--- config.mk ---
export PLATFORM = sky130hd
export DESIGN_NAME = mem_stream_reader_flat
export DESIGN_NICKNAME = d
export VERILOG_FILES = /design/src/rtl/mem_stream_reader_pkg.sv /design/src/rtl/mem_stream_reader_if.sv /design/src/rtl/mem_stream_reader_fifo.sv /design/src/rtl/mem_stream_reader.sv /design/src/flat_wrapper.sv
export SDC_FILE = /design/constraint.sdc
export NUM_CORES = 1
export LEC_CHECK = 0
export ABC_AREA = 1
export BUFFER_PORTS_ARGS = -buffer_cell sky130_fd_sc_hd__buf_4
export CAP_MARGIN = 0
export CELL_PAD_IN_SITES_DETAIL_PLACEMENT = 1
export CELL_PAD_IN_SITES_GLOBAL_PLACEMENT = 1
export CORE_MARGIN = 8
export CORE_UTILIZATION = 45
export DETAILED_ROUTE_END_ITERATION = 8
export PLACE_DENSITY_LB_ADDON = 0.08
export REMOVE_ABC_BUFFERS = 1
export SLEW_MARGIN = 20
export SYNTH_ARGS = -nofsm -noshare
export SYNTH_HDL_FRONTEND = slang
export SYNTH_SLANG_ARGS = --single-unit
--- constraint.sdc ---
create_clock -name clk -period 2.5 [get_ports clk]
set_input_delay 0.75 -clock clk [delete_from_list [all_inputs] [get_ports clk]]
set_output_delay 0.75 -clock clk [all_outputs]
set_load 0.02 [all_outputs]
--- src/rtl/mem_stream_reader_pkg.sv ---
// Shared types for the operand-memory stream reader.
package mem_stream_reader_pkg;

  typedef enum logic [1:0] {
    IDLE  = 2'd0,
    READ  = 2'd1,
    DRAIN = 2'd2,
    DONE  = 2'd3
  } state_t;

  // Edges from a read issue to the word being pushed: address register, memory output.
  localparam int RET_LATENCY = 2;

endpackage

--- src/rtl/mem_stream_reader_if.sv ---
// Memory read port plus output stream of the stream reader.
interface mem_stream_reader_if #(
  parameter int DATA_WIDTH = 8,
  parameter int ADDR_WIDTH = 4
);
  logic                  mem_read_en;
  logic [ADDR_WIDTH-1:0] mem_read_address;
  logic [DATA_WIDTH-1:0] mem_data_out;
  logic                  out_valid;
  logic [DATA_WIDTH-1:0] out_data;
  logic                  out_last;
  logic                  out_ready;

  modport master (
    output mem_read_en, mem_read_address, out_valid, out_data, out_last,
    input  mem_data_out, out_ready
  );

  modport slave (
    input  mem_read_en, mem_read_address, out_valid, out_data, out_last,
    output mem_data_out, out_ready
  );
endinterface

--- src/rtl/mem_stream_reader_fifo.sv ---
// Small synchronous FIFO holding returned words with their last flag.
module mem_stream_reader_fifo #(
  parameter  int WIDTH = 9,
  parameter  int DEPTH = 4,
  localparam int AW    = $clog2(DEPTH)
) (
  input  logic             clk,
  input  logic             rst_n,
  input  logic             push,
  input  logic             pop,
  input  logic [WIDTH-1:0] din,
  output logic [WIDTH-1:0] dout,
  output logic             full,
  output logic             empty,
  output logic [AW:0]      count
);

  logic [WIDTH-1:0] mem [DEPTH];
  logic [AW-1:0]    wr_ptr;
  logic [AW-1:0]    rd_ptr;
  logic             do_push;
  logic             do_pop;

  assign full    = (count == (AW+1)'(DEPTH));
  assign empty   = (count == '0);
  assign do_push = push && !full;
  assign do_pop  = pop && !empty;
  assign dout    = mem[rd_ptr];

  always_ff @(posedge clk) begin
    if (do_push) mem[wr_ptr] <= din;
  end

  always_ff @(posedge clk or negedge rst_n) begin
    if (!rst_n) begin
      wr_ptr <= '0;
      rd_ptr <= '0;
      count  <= '0;
    end else begin
      if (do_push) wr_ptr <= wr_ptr + AW'(1);
      if (do_pop)  rd_ptr <= rd_ptr + AW'(1);
      case ({do_push, do_pop})
        2'b10:   count <= count + (AW+1)'(1);
        2'b01:   count <= count - (AW+1)'(1);
        default: count <= count;
      endcase
    end
  end

endmodule

--- src/rtl/mem_stream_reader.sv ---
// Reads `length` words from a 1-cycle-latency memory and streams them out with backpressure.
// Optional: define MEM_STREAM_READER_CHECKSUM_EN to add a running checksum output.
module mem_stream_reader
  import mem_stream_reader_pkg::*;
#(
  parameter int DATA_WIDTH = 8,
  parameter int ADDR_WIDTH = 4,
  parameter int LEN_WIDTH  = 5,
  parameter int OUT_DEPTH  = 4
) (
  input  logic                  clk,
  input  logic                  rst_n,
  input  logic                  start,
  input  logic [ADDR_WIDTH-1:0] base_addr,
  input  logic [LEN_WIDTH-1:0]  length,
  output logic                  busy,
  output logic                  done,
`ifdef MEM_STREAM_READER_CHECKSUM_EN
  output logic [DATA_WIDTH+LEN_WIDTH-1:0] checksum,
`endif
  mem_stream_reader_if.master   bus
);

  localparam int CW  = $clog2(OUT_DEPTH) + 1;
  localparam int CW1 = CW + 1;

  state_t                  state;
  logic [ADDR_WIDTH-1:0]   base_q;
  logic [ADDR_WIDTH-1:0]   addr_q;
  logic [LEN_WIDTH-1:0]    len_q;
  logic [LEN_WIDTH-1:0]    issued;
  logic [RET_LATENCY-1:0]  rd_vld;
  logic [RET_LATENCY-1:0]  rd_last;
  logic [CW-1:0]           fifo_count;
  logic                    fifo_full;
  logic                    fifo_empty;
  logic [DATA_WIDTH:0]     fifo_dout;
  logic                    push;
  logic                    pop;
  logic                    head_last;
  logic [DATA_WIDTH-1:0]   head_data;
  logic [CW1-1:0]          credits_used;
  logic                    issue;
  logic                    iss_last;
  logic [ADDR_WIDTH-1:0]   iss_addr;

  assign head_data    = fifo_dout[DATA_WIDTH-1:0];
  assign head_last    = fifo_dout[DATA_WIDTH];
  assign push         = rd_vld[RET_LATENCY-1];
  assign pop          = !fifo_empty && bus.out_ready;
  // Words already queued plus reads still returning must fit in the FIFO.
  assign credits_used = {1'b0, fifo_count} + CW1'($countones(rd_vld));

  always_comb begin
    issue    = 1'b0;
    iss_addr = base_q + ADDR_WIDTH'(issued);
    iss_last = ((issued + LEN_WIDTH'(1)) == len_q);
    if (state == IDLE) begin
      issue    = start && (length != '0);
      iss_addr = base_addr;
      iss_last = (length == LEN_WIDTH'(1));
    end else if (state == READ) begin
      issue = (issued < len_q) && (credits_used < CW1'(OUT_DEPTH));
    end
  end

  always_ff @(posedge clk or negedge rst_n) begin
    if (!rst_n) begin
      state   <= IDLE;
      busy    <= 1'b0;
      done    <= 1'b0;
      base_q  <= '0;
      len_q   <= '0;
      issued  <= '0;
      addr_q  <= '0;
      rd_vld  <= '0;
      rd_last <= '0;
    end else begin
      rd_vld  <= {rd_vld[RET_LATENCY-2:0], issue};
      rd_last <= {rd_last[RET_LATENCY-2:0], iss_last};
      if (issue) addr_q <= iss_addr;
      done <= 1'b0;
      case (state)
        IDLE: if (start) begin
          base_q <= base_addr;
          len_q  <= length;
          if (length == '0) begin
            issued <= '0;
            done   <= 1'b1;
            state  <= DONE;
          end else begin
            issued <= LEN_WIDTH'(1);
            busy   <= 1'b1;
            state  <= READ;
          end
        end
        READ: begin
          if (issue) issued <= issued + LEN_WIDTH'(1);
          if ((issue && iss_last) || (issued == len_q)) state <= DRAIN;
        end
        DRAIN: if (pop && head_last) begin
          busy  <= 1'b0;
          done  <= 1'b1;
          state <= DONE;
        end
        DONE:    state <= IDLE;
        default: state <= IDLE;
      endcase
    end
  end

`ifdef MEM_STREAM_READER_CHECKSUM_EN
  always_ff @(posedge clk or negedge rst_n) begin
    if (!rst_n)                      checksum <= '0;
    else if (state == IDLE && start) checksum <= '0;
    else if (pop)                    checksum <= checksum + (DATA_WIDTH+LEN_WIDTH)'(head_data);
  end
`endif

  mem_stream_reader_fifo #(
    .WIDTH (DATA_WIDTH + 1),
    .DEPTH (OUT_DEPTH)
  ) u_fifo (
    .clk   (clk),
    .rst_n (rst_n),
    .push  (push),
    .pop   (pop),
    .din   ({rd_last[RET_LATENCY-1], bus.mem_data_out}),
    .dout  (fifo_dout),
    .full  (fifo_full),
    .empty (fifo_empty),
    .count (fifo_count)
  );

  assign bus.mem_read_en      = rd_vld[0];
  assign bus.mem_read_address = addr_q;
  assign bus.out_valid        = !fifo_empty;
  assign bus.out_data         = fifo_empty ? '0 : head_data;
  assign bus.out_last         = !fifo_empty && head_last;

endmodule
--- src/flat_wrapper.sv ---
// flat-port wrapper written by rule: the top's interface ports become plain ports
module mem_stream_reader_flat import mem_stream_reader_pkg::*;
#(
  parameter int DATA_WIDTH = 8,
  parameter int ADDR_WIDTH = 4,
  parameter int LEN_WIDTH  = 5,
  parameter int OUT_DEPTH  = 4
)
  (clk, rst_n, start, base_addr, length, busy, done, bus_mem_read_en, bus_mem_read_address, bus_out_valid, bus_out_data, bus_out_last, bus_mem_data_out, bus_out_ready);
  mem_stream_reader_if #(.DATA_WIDTH(DATA_WIDTH), .ADDR_WIDTH(ADDR_WIDTH)) bus_i ();
  input  logic clk;
  input  logic rst_n;
  input  logic start;
  input  logic [ADDR_WIDTH-1:0] base_addr;
  input  logic [LEN_WIDTH-1:0] length;
  output logic busy;
  output logic done;
  output wire logic [$bits(bus_i.mem_read_en)-1:0] bus_mem_read_en;
  output wire logic [$bits(bus_i.mem_read_address)-1:0] bus_mem_read_address;
  output wire logic [$bits(bus_i.out_valid)-1:0] bus_out_valid;
  output wire logic [$bits(bus_i.out_data)-1:0] bus_out_data;
  output wire logic [$bits(bus_i.out_last)-1:0] bus_out_last;
  input wire logic [$bits(bus_i.mem_data_out)-1:0] bus_mem_data_out;
  input wire logic [$bits(bus_i.out_ready)-1:0] bus_out_ready;
  assign bus_mem_read_en = bus_i.mem_read_en;
  assign bus_mem_read_address = bus_i.mem_read_address;
  assign bus_out_valid = bus_i.out_valid;
  assign bus_out_data = bus_i.out_data;
  assign bus_out_last = bus_i.out_last;
  assign bus_i.mem_data_out = bus_mem_data_out;
  assign bus_i.out_ready = bus_out_ready;
  mem_stream_reader #(.DATA_WIDTH(DATA_WIDTH), .ADDR_WIDTH(ADDR_WIDTH), .LEN_WIDTH(LEN_WIDTH), .OUT_DEPTH(OUT_DEPTH)) u_core (.clk(clk), .rst_n(rst_n), .start(start), .base_addr(base_addr), .length(length), .busy(busy), .done(done), .bus(bus_i));
endmodule
==> results of run 1 <==
==> area by class of cell <==
type | count | area [um2]
fillers | 868 | 3220
flip-flops and latches | 69 | 1910
multi-input cells | 233 | 1290
repair buffers | 48 | 360
inverters | 42 | 166
clock buffers | 9 | 124
well taps | 99 | 124
clock inverters | 7 | 98.8
==> worst max-delay path, cell delays in order (launching register included) <==
cell	delay [ns]
dfrtp_1	0.43
inv_1	0.11
nand3_2	0.13
clkinvlp_4	0.20
a21oi_1	0.19
buf_4	0.17
==> repair_timing <==
| action | CTS | global route |
|---|---|---|
| setup endpoints to repair | 9 | 9 |
| buffers inserted | 0 | 1 |
| resized for setup | 1 | 3 |
| hold buffers | 0 | 0 |
| pin swaps | 0 | 0 |
==> metal layers <==
metal  wire [um]  up-vias
li1            -     1269
met1        3390     1259
met2        4460       33
met3         250        9
met4         100        0
met5           0        -
==> Yosys cell counts (all sizes together) (6+ instances only) <==
master	count	area [um2]
nand3	23	120
buf	6	45.0
nor2	51	194
edfxtp	36	1080
ha	19	238
nand4	6	43.8
dfrtp	33	826
inv	39	146
o21ai	34	170
a21oi	11	55.1
nand2	67	267
==> flip-flops by register name (all words and copies together) (netlist names) <==
signal                       count
u_core.base_q                    4
u_core.bus.mem_read_address      4
u_core.busy                      1
u_core.done                      1
u_core.issued                    5
u_core.len_q                     5
u_core.rd_last                   2
u_core.rd_vld                    2
u_core.state                     2
u_core.u_fifo.count              3
u_core.u_fifo.mem               36
u_core.u_fifo.rd_ptr             2
u_core.u_fifo.wr_ptr             2
==> cell families after synthesis <==
logic type | after synthesis | synth area share, %
adder cells (fa/ha/maj) | 21 | 8.16
AND/OR/NAND/NOR | 151 | 19.2
AO/OA/AOI/OAI | 55 | 8.96
XOR/XNOR | 6 | 1.54
buffers and inverters | 50 | 6.17
flip-flops | 69 | 56.0
==> path summary, 6_finish.rpt <==
path | slack [ns] | to
min in group clk | 0.37 | u_core.rd_last[1]
min | 0.35 | u_core.len_q[2]
max | 0.17 | bus_out_data[4]
max reg2reg | 0.46 | u_core.u_fifo.count[2]
min reg2reg | 0.37 | u_core.rd_last[1]
max in group asynchronous | 1.82 | u_core.u_fifo.rd_ptr[0]
==> power groups by stage <==
stage / registers (uW) / clock network [uW] / logic, uW
finish: 1770 / 1020 / 2540
global route: 1820 / 1090 / 2860
CTS: 1780 / 1040 / 2560
detailed placement: 1800 / 0 / 2530
global placement: 1780 / 0 / 2430
floorplan: 1820 / 0 / 1550
==> through the flow <==
stage	area, um2	setup WS (ns)	util (%)	instances	hold slack (ns)
3_3_place_gp	3830	0.336	52.5	490	0.335
4_1_cts	4050	0.0107	55.6	506	0.350
3_5_place_dp	3830	0.218	52.5	490	0.355
2_1_floorplan	3350	0.375	-	344	0.331
6_report	4070	0.173	55.8	507	0.350
5_1_grt	4070	0.0184	55.8	507	0.372
==> reports/qor.txt, run 1 <==
library cells used by synthesis -> 35
CTS tree -> yes
crit path launch -> u_core.u_fifo.count[0]
Synth warnings -> 0
vias in the first global route -> 2856
most common cell after layout, fill and taps aside -> nand2_1
relative slew slack -> 70.4%
initial antenna violation count -> 0
GR peak layer -> met2
Peak VDD IR -> 0.000474 V
element type at the critical path start -> flop
clk_lat worst skew -> 0.34 ns
final worst-path cycle share -> 93.1%
cell internal pwr -> 3080 uW
post-synthesis average cell area -> 9.68 um2
most common flop cell mapped by yosys -> edfxtp_1
vias per cell -> 5.07
final antenna-violating net count -> 0
Min-Delay Path Class -> primary input to asynchronous set/reset pin
Core ar. -> 7290 um2
synthesis-stage register bit count -> 69
Pwr Total -> 5330 uW
min Tclk post-route -> 2.33 ns
Post-Syn Area -> 3410 um2
outcome -> complete, no violations
Final #Nets -> 445
total negative slack -> 0 ns
final RePlAce weighted congestion -> 0.777
maximum clock frequency -> 430 MHz
Routed WL -> 8200 um
clock network power share -> 19.2%
CTS Sinks -> 69
CP Capture Type -> output pin
endpoints failing hold -> 0
Die W -> 103 um
sequential fraction of design power -> 33.2%
Sw Ratio -> 42.2%
maximum clock insertion buffer count -> 2
Net Switching -> 2250 uW
Static Leak -> 0.00184 uW
DP HPWL -> 5990 um
layout cells sized above 1 -> 20.3%
r2r worst-path depth -> 10
Comb pwr share -> 47.6%
clk slew on worst S/H paths -> 0.08 ns
Seq/Total Area, Yosys -> 56.0%
Root Buffer -> clkbuf_8
unrepaired setup endpoints after global routing -> false
Initial Util -> 46.7%
vias -> 2570
grt ovf -> 0
EDFF count, synth -> 36
Total GRT Usage -> 17.2%
Die Y-Extent -> 103 um
Area Growth Syn to Fin -> 19.5%
number of CTS-inserted buffers -> 9
CP Class -> flop to output pin
port bufs -> 37
CP arrival -> 1.58 ns
met1 global-route usage -> 19.4%
CP max FO -> 9
largest net degree at the start of global routing -> 34
Worst Path Required -> 1.75 ns
DRC viols -> 0
clk_skew -> 0.00792 ns
I/O pin cnt -> 38
post-DR wirelength/cell -> 16.2 um
worst reg2reg startpoint -> u_core.u_fifo.count[0]
Max Slew Vio Count -> 0
slew of the pin with the lowest slew margin -> 0.445 ns
first-pass GRT wire length -> 13800 um
Power per Cell Area -> 1310 nW/um2
Max Cap Viol -> 0
# H-tree levels -> 3
Setup Viol. Count Final -> 0
Synth async-reset ratio -> 47.8%
antenna cell count -> 0
TritonRoute pass-1 iters -> 4
Syn Inst Count -> 352
most frequent cells in the layout -> nand2_1, nor2_1, buf_4, inv_1, edfxtp_1
Placement Rows -> 31
met3 Use GR -> 3.44%
met2 track demand over resource -> 31.6%
total die area -> 10600 um2
Iteration-0 DRC Markers -> 59
Note: power is estimated with default switching activity, not from simulation.
==> inputs of run 2 (changes only) <==
SYNTH_HIERARCHICAL = 1   (was default)
==> reports/qor.txt, run 2 <==
max reg flops -> 36 (unchanged)
CTS tree -> yes
Top Registers -> u_core/u_fifo/mem x36, u_core/issued x5, u_core/len_q x5
most frequent cells in the layout -> nand2_1, inv_1, buf_4, edfxtp_1, dfrtp_1
port bufs -> 37 (unchanged)
Static Leak -> 0.00204 uW (+11%)
Initial Util -> 46.3% (-0.40 points)
Min-Delay Path Class -> primary input to asynchronous set/reset pin
vias -> 2668 (+3.8%)
final RePlAce weighted congestion -> 0.817 (+5.1%)
hold-fix buffers at CTS -> 0 (unchanged)
Iteration-0 DRC Markers -> 43 (-27%)
clk_lat worst skew -> 0.34 ns (about the same)
Biggest register -> u_core/u_fifo/mem
largest net degree at the start of global routing -> 34 (unchanged)
min Tclk post-route -> 2.34 ns (+0.00800 ns)
total die area -> 11000 um2 (+3.8%)
CP max FO -> 29 (+20)
Power per Cell Area -> 1260 nW/um2 (-4.1%)
R2R Setup Slk -> 0.43 ns (-0.03 ns)
fill count -> 914 (+5.3%)
most common cell after layout, fill and taps aside -> nand2_1
endpoints failing hold -> 0 (unchanged)
Post-CTS Setup Repair Bufs -> 0 (unchanged)
clk slew on worst S/H paths -> 0.07 ns (about the same)
clk_skew -> 0.0132 ns (+0.00528 ns)
total negative slack -> 0 ns (unchanged)
Final #Nets -> 476 (+7.0%)
Placement Rows -> 32 (+3.2%)
Routed WL -> 7840 um (-4.4%)
grt ovf -> 0 (unchanged)
non-filler cells, final -> 542 (+6.9%)
Worst Path Required -> 1.75 ns (about the same)
DP HPWL -> 6020 um (+0.45%)
Syn Inst Count -> 385 (+9.4%)
post-DR wirelength/cell -> 14.5 um (-11%)
CP max stage cell -> dfrtp_1
crit-path cells -> inv_2, buf_12, nand2_1, o211ai_1, nand2_1, inv_1, nor2_1, buf_4
crit path launch -> u_core/u_fifo/rd_ptr[0]
final antenna-violating net count -> 0 (unchanged)
CP Class -> flop to output pin
maximum clock insertion buffer count -> 2 (unchanged)
Die W -> 105 um (+1.9%)
Total GRT Usage -> 15.1% (-2.1 points)
Setup Viol. Count Final -> 0 (unchanged)
# H-tree levels -> 3 (unchanged)
Post-Syn Area -> 3560 um2 (+4.5%)
first-pass GRT wire length -> 13300 um (-3.6%)
relative slew slack -> 71.0% (+0.67 points)
final worst-path cycle share -> 93.4% (+0.32 points)
Peak VDD IR -> 0.000461 V (-2.7%)
Max Cap Viol -> 0 (unchanged)
number of CTS-inserted buffers -> 9 (unchanged)
Hold Worst Slack -> 0.345 ns (-0.00464 ns)
max incr delay on CP -> 0.41 ns (-0.02 ns)
Max Slew Vio Count -> 0 (unchanged)
layout cells sized above 1 -> 19.5% (-0.80 points)
slew of the pin with the lowest slew margin -> 0.435 ns (-0.0100 ns)
antenna cell count -> 0 (unchanged)
Area Growth Syn to Fin -> 17.5%
Die Y-Extent -> 105 um (+1.9%)
I/O pin cnt -> 38 (unchanged)
Synth warnings -> 6 (+6)
Core ar. -> 7690 um2 (+5.4%)
post-synthesis average cell area -> 9.25 um2 (-4.4%)
CP Capture Type -> output pin
worst reg2reg startpoint -> u_core/u_fifo/count[2]
CP dominant cell by count -> nand2_1
Root Buffer -> clkbuf_8
vias per cell -> 4.92 (-2.9%)
element type at the critical path start -> flop
Pwr Total -> 5250 uW (-1.4%)
placed instance count -> 526 (+7.3%)
initial antenna violation count -> 0 (unchanged)
vias in the first global route -> 2874 (+0.63%)
DRC viols -> 0 (unchanged)
CP arrival -> 1.59 ns (about the same)
outcome -> complete, no violations
maximum clock frequency -> 428 MHz (-0.34%)
TritonRoute pass-1 iters -> 4 (unchanged)
CTS Sinks -> 69 (unchanged)
unrepaired setup endpoints after global routing -> false
## run 2: repair_timing
action                                  CTS  global route
endpoints found under the hold margin     0             0
endpoints found under the setup margin    0             1
gates resized for setup                   0             1
## run 2: power by group
group	switching, uW	internal (uW)	leakage (uW)
sequential	241	1550	0.000737
combinational	1570	1020	0.00121
clock	418	455	0.000100
total	2230	3020	0.00204
## run 2: metal layers
layer,up-vias,track usage [%],routed length (um)
li1,1341,-,-
met1,1283,15.5,3210
met2,35,28.7,4250
met3,9,3.99,282
met4,0,4.89,98
met5,-,0,0
## run 2: critical path: cells and delay by family (launching register included)
| family | cells | cell delay, ns |
|---|---|---|
| simple gates | 3 | 0.19 |
| buf+inv | 4 | 0.54 |
| compound gates | 1 | 0.10 |
| flops | 1 | 0.41 |
## run 2: layout make-up
class,count,area [um2],area share (%)
Clock buffer,9,124,2.96
Clock inverter,7,66.3,1.59
Inverter,76,285,6.82
Multi-Input combinational cell,230,1290,30.9
Sequential cell,69,1910,45.6
Tap cell,102,128,3.05
Timing Repair Buffer,49,380,9.09
## run 2: final timing paths
path / endpoint / cells past startpoint
min in group clk: u_core/rd_last[1] / 0
min: u_core/bus.mem_read_address[2] / 1
max: bus_out_data[6] / 8
max in group asynchronous: u_core/u_fifo/count[0] / 1
min reg2reg: u_core/rd_last[1] / 0
max reg2reg: u_core/u_fifo/count[2] / 13
## run 2: per-stage QoR
stage / utilization, % / setup WS [ns] / cell area [um2]
2_1_floorplan: - / 0.514 / 3480
3_3_place_gp: 51.9 / 0.356 / 3990
3_5_place_dp: 51.9 / 0.275 / 3990
4_1_cts: 54.3 / 0.122 / 4180
5_1_grt: 54.4 / 0.0121 / 4180
6_report: 54.4 / 0.165 / 4180
==> inputs of run 3 (changes only) <==
--- a/config.mk
+++ b/config.mk
@@ -20,3 +20,2 @@
 export SYNTH_HDL_FRONTEND = slang
-export SYNTH_HIERARCHICAL = 1
 export SYNTH_SLANG_ARGS = --single-unit
==> constraint.sdc (replaced) <==
create_clock -name clk -period 2.5 [get_ports clk]
set_input_delay 0.125 -clock clk [delete_from_list [all_inputs] [get_ports clk]]
set_output_delay 0.125 -clock clk [all_outputs]
set_load 0.02 [all_outputs]
==> reports/qor.txt, run 3 (synthesis gave the netlist of run 1 again) <==
outcome -> complete, no violations
DRC viols -> 0 (unchanged)
Die W -> 103 um (-1.9%)
Iteration-0 DRC Markers -> 42 (-2.3%)
element type at the critical path start -> flop
largest net degree at the start of global routing -> 34 (unchanged)
met1 global-route usage -> 19.5% (+4.0 points)
TritonRoute pass-1 iters -> 4 (unchanged)
Routed WL -> 8730 um (+11%)
clk_lat worst skew -> 0.35 ns (about the same)
endpoints failing hold -> 0 (unchanged)
final worst-path cycle share -> 79.6% (-14 points)
Max Cap Viol -> 0 (unchanged)
Final #Nets -> 457 (-4.0%)
crit path launch -> u_core.state[0]
clk_skew -> 0.0105 ns (-0.00271 ns)
Core ar. -> 7290 um2 (-5.1%)
Min-Delay Path Class -> primary input to flop
CP Class -> flop to flop
maximum clock insertion buffer count -> 2 (unchanged)
first-pass GRT wire length -> 14400 um (+7.6%)
Hold Path Stages -> 3
Die Y-Extent -> 103 um (-1.9%)
CP max FO -> 9 (-69%)
final antenna-violating net count -> 0 (unchanged)
most common cell after layout, fill and taps aside -> nand2_1
Total GRT Usage -> 18.0% (+2.9 points)
layout cells sized above 1 -> 18.6% (-0.97 points)
Worst Path Required -> 2.73 ns (+0.98 ns)
Static Leak -> 0.00189 uW (-7.6%)
initial antenna violation count -> 0 (unchanged)
maximum clock frequency -> 502 MHz (+17%)
Setup Viol. Count Final -> 0 (unchanged)
Post-CTS Resized -> 0 (unchanged)
Peak VDD IR -> 0.000524 V (+13%)
vias in the first global route -> 2947 (+2.5%)
DP HPWL -> 6430 um (+6.9%)
unrepaired setup endpoints after global routing -> false
slew of the pin with the lowest slew margin -> 0.444 ns (+0.00934 ns)
Max Slew Vio Count -> 0 (unchanged)
Power per Cell Area -> 1280 nW/um2 (+1.8%)
GR peak layer -> met2
relative slew slack -> 70.4% (-0.62 points)
Biggest register -> u_core.u_fifo.mem
fill count -> 843 (-7.8%)
r2r worst-path depth -> 12 (-1)
Top Registers -> u_core.u_fifo.mem x36, u_core.issued x5, u_core.len_q x5
post-DR wirelength/cell -> 16.8 um (+16%)
I/O pin cnt -> 38 (unchanged)
most frequent cells in the layout -> nand2_1, nor2_1, buf_4, inv_1, edfxtp_1
CP arrival -> 2.22 ns (+0.63 ns)
Hold Startpoint -> base_addr[1]
clk slew on worst S/H paths -> 0.07 ns (about the same)
Setup WS pre-CTS -> 0.523 ns (+0.248 ns)
CTS Sinks -> 69 (unchanged)
total negative slack -> 0 ns (unchanged)
grt ovf -> 0 (unchanged)
CP Capture Type -> flop
Root Buffer -> clkbuf_8
placed instance count -> 491 (-6.7%)
CTS tree -> yes
Area Growth Syn to Fin -> 22.6%
non-filler cells, final -> 519 (-4.2%)
Initial Util -> 46.7% (+0.40 points)
Pwr Total -> 5340 uW (+1.6%)
# H-tree levels -> 3 (unchanged)
vias per cell -> 5.09 (+3.4%)
min Tclk post-route -> 1.99 ns (-0.345 ns)
Placement Rows -> 31 (-3.1%)
antenna cell count -> 0 (unchanged)
met2 track demand over resource -> 32.9% (+4.1 points)
met3 Use GR -> 3.38% (-0.62 points)
vias -> 2641 (-1.0%)
final RePlAce weighted congestion -> 0.856 (+4.7%)
port bufs -> 37 (unchanged)
final worst slack -> 0.509 ns (+0.345 ns)
max reg flops -> 36 (unchanged)
worst reg2reg startpoint -> u_core.state[0]
total die area -> 10600 um2 (-3.7%)
number of CTS-inserted buffers -> 9 (unchanged)
## run 3: cell count changes in the layout (fill, tap and decap cells not counted), sizes merged, moves of 4 or more
cell | before | now
nand3 | 18 | 23
mux2 | 4 | 0
o211ai | 20 | 1
o21ai | 19 | 34
dlygate4sd3 | 0 | 12
nand2 | 99 | 67
inv | 75 | 39
a21oi | 2 | 11
nor2 | 31 | 51
## run 3: per-stage QoR
stage	instance area (um2)	hold WS, ns	util, %
2_1_floorplan	3350	-0.171	-
3_3_place_gp	3840	0.103	52.6
3_5_place_dp	3840	0.106	52.6
4_1_cts	4170	0.00813	57.2
5_1_grt	4170	0.0242	57.2
6_report	4170	0.0241	57.2
## run 3: what timing repair did
item | 4_1_cts | 5_1_grt
buffers inserted | 0 | 0
hold buffers | 12 | 0
endpoints found under the hold margin | 68 | 0
## run 3: layout make-up
class                           instances  area (um2)  share of cell area [%]
Sequential cell                        69        1910                    45.7
Multi-Input combinational cell        233        1290                    30.9
Timing Repair Buffer                   60         480                    11.5
Inverter                               42         158                    3.78
Clock buffer                           10         128                    3.06
Tap cell                               99         124                    2.97
Clock inverter                          6        88.8                    2.13
## run 3: worst max-delay path, cell delays in order, from the launching register on
cell and delay, ns:
dfrtp_1 0.40, inv_1 0.10, ha_1 0.32, buf_4 0.20
nand2_1 0.09, inv_1 0.17, nand2_2 0.11, nand2_2 0.17
nand2_2 0.07, nand2_2 0.08, nand2_2 0.06, nand2_1 0.06
nand2_1 0.06
## run 3: path summary, 6_finish.rpt
check	to	slack, ns
hold / removal	u_core.base_q[1]	0.02
hold reg to reg	u_core.rd_last[1]	0.36
setup reg to reg	u_core.state[0]	0.51
max in group asynchronous	u_core.state[1]	1.91
setup / recovery	u_core.state[0]	0.51
min in group asynchronous	u_core.len_q[4]	0.27
## run 3: power by group
group          switching, uW  total, uW  leakage, uW  internal (uW)
clock network            433        994     0.000102            562
logic                   1590       2570      0.00105            979
registers                233       1770     0.000736           1540
## run 3: routing by layer
| layer | vias to the layer above | routed length [um] |
|---|---|---|
| li1 | 1293 | - |
| met1 | 1290 | 3530 |
| met2 | 40 | 4700 |
| met3 | 18 | 301 |
| met4 | 0 | 194 |
| met5 | - | 0 |
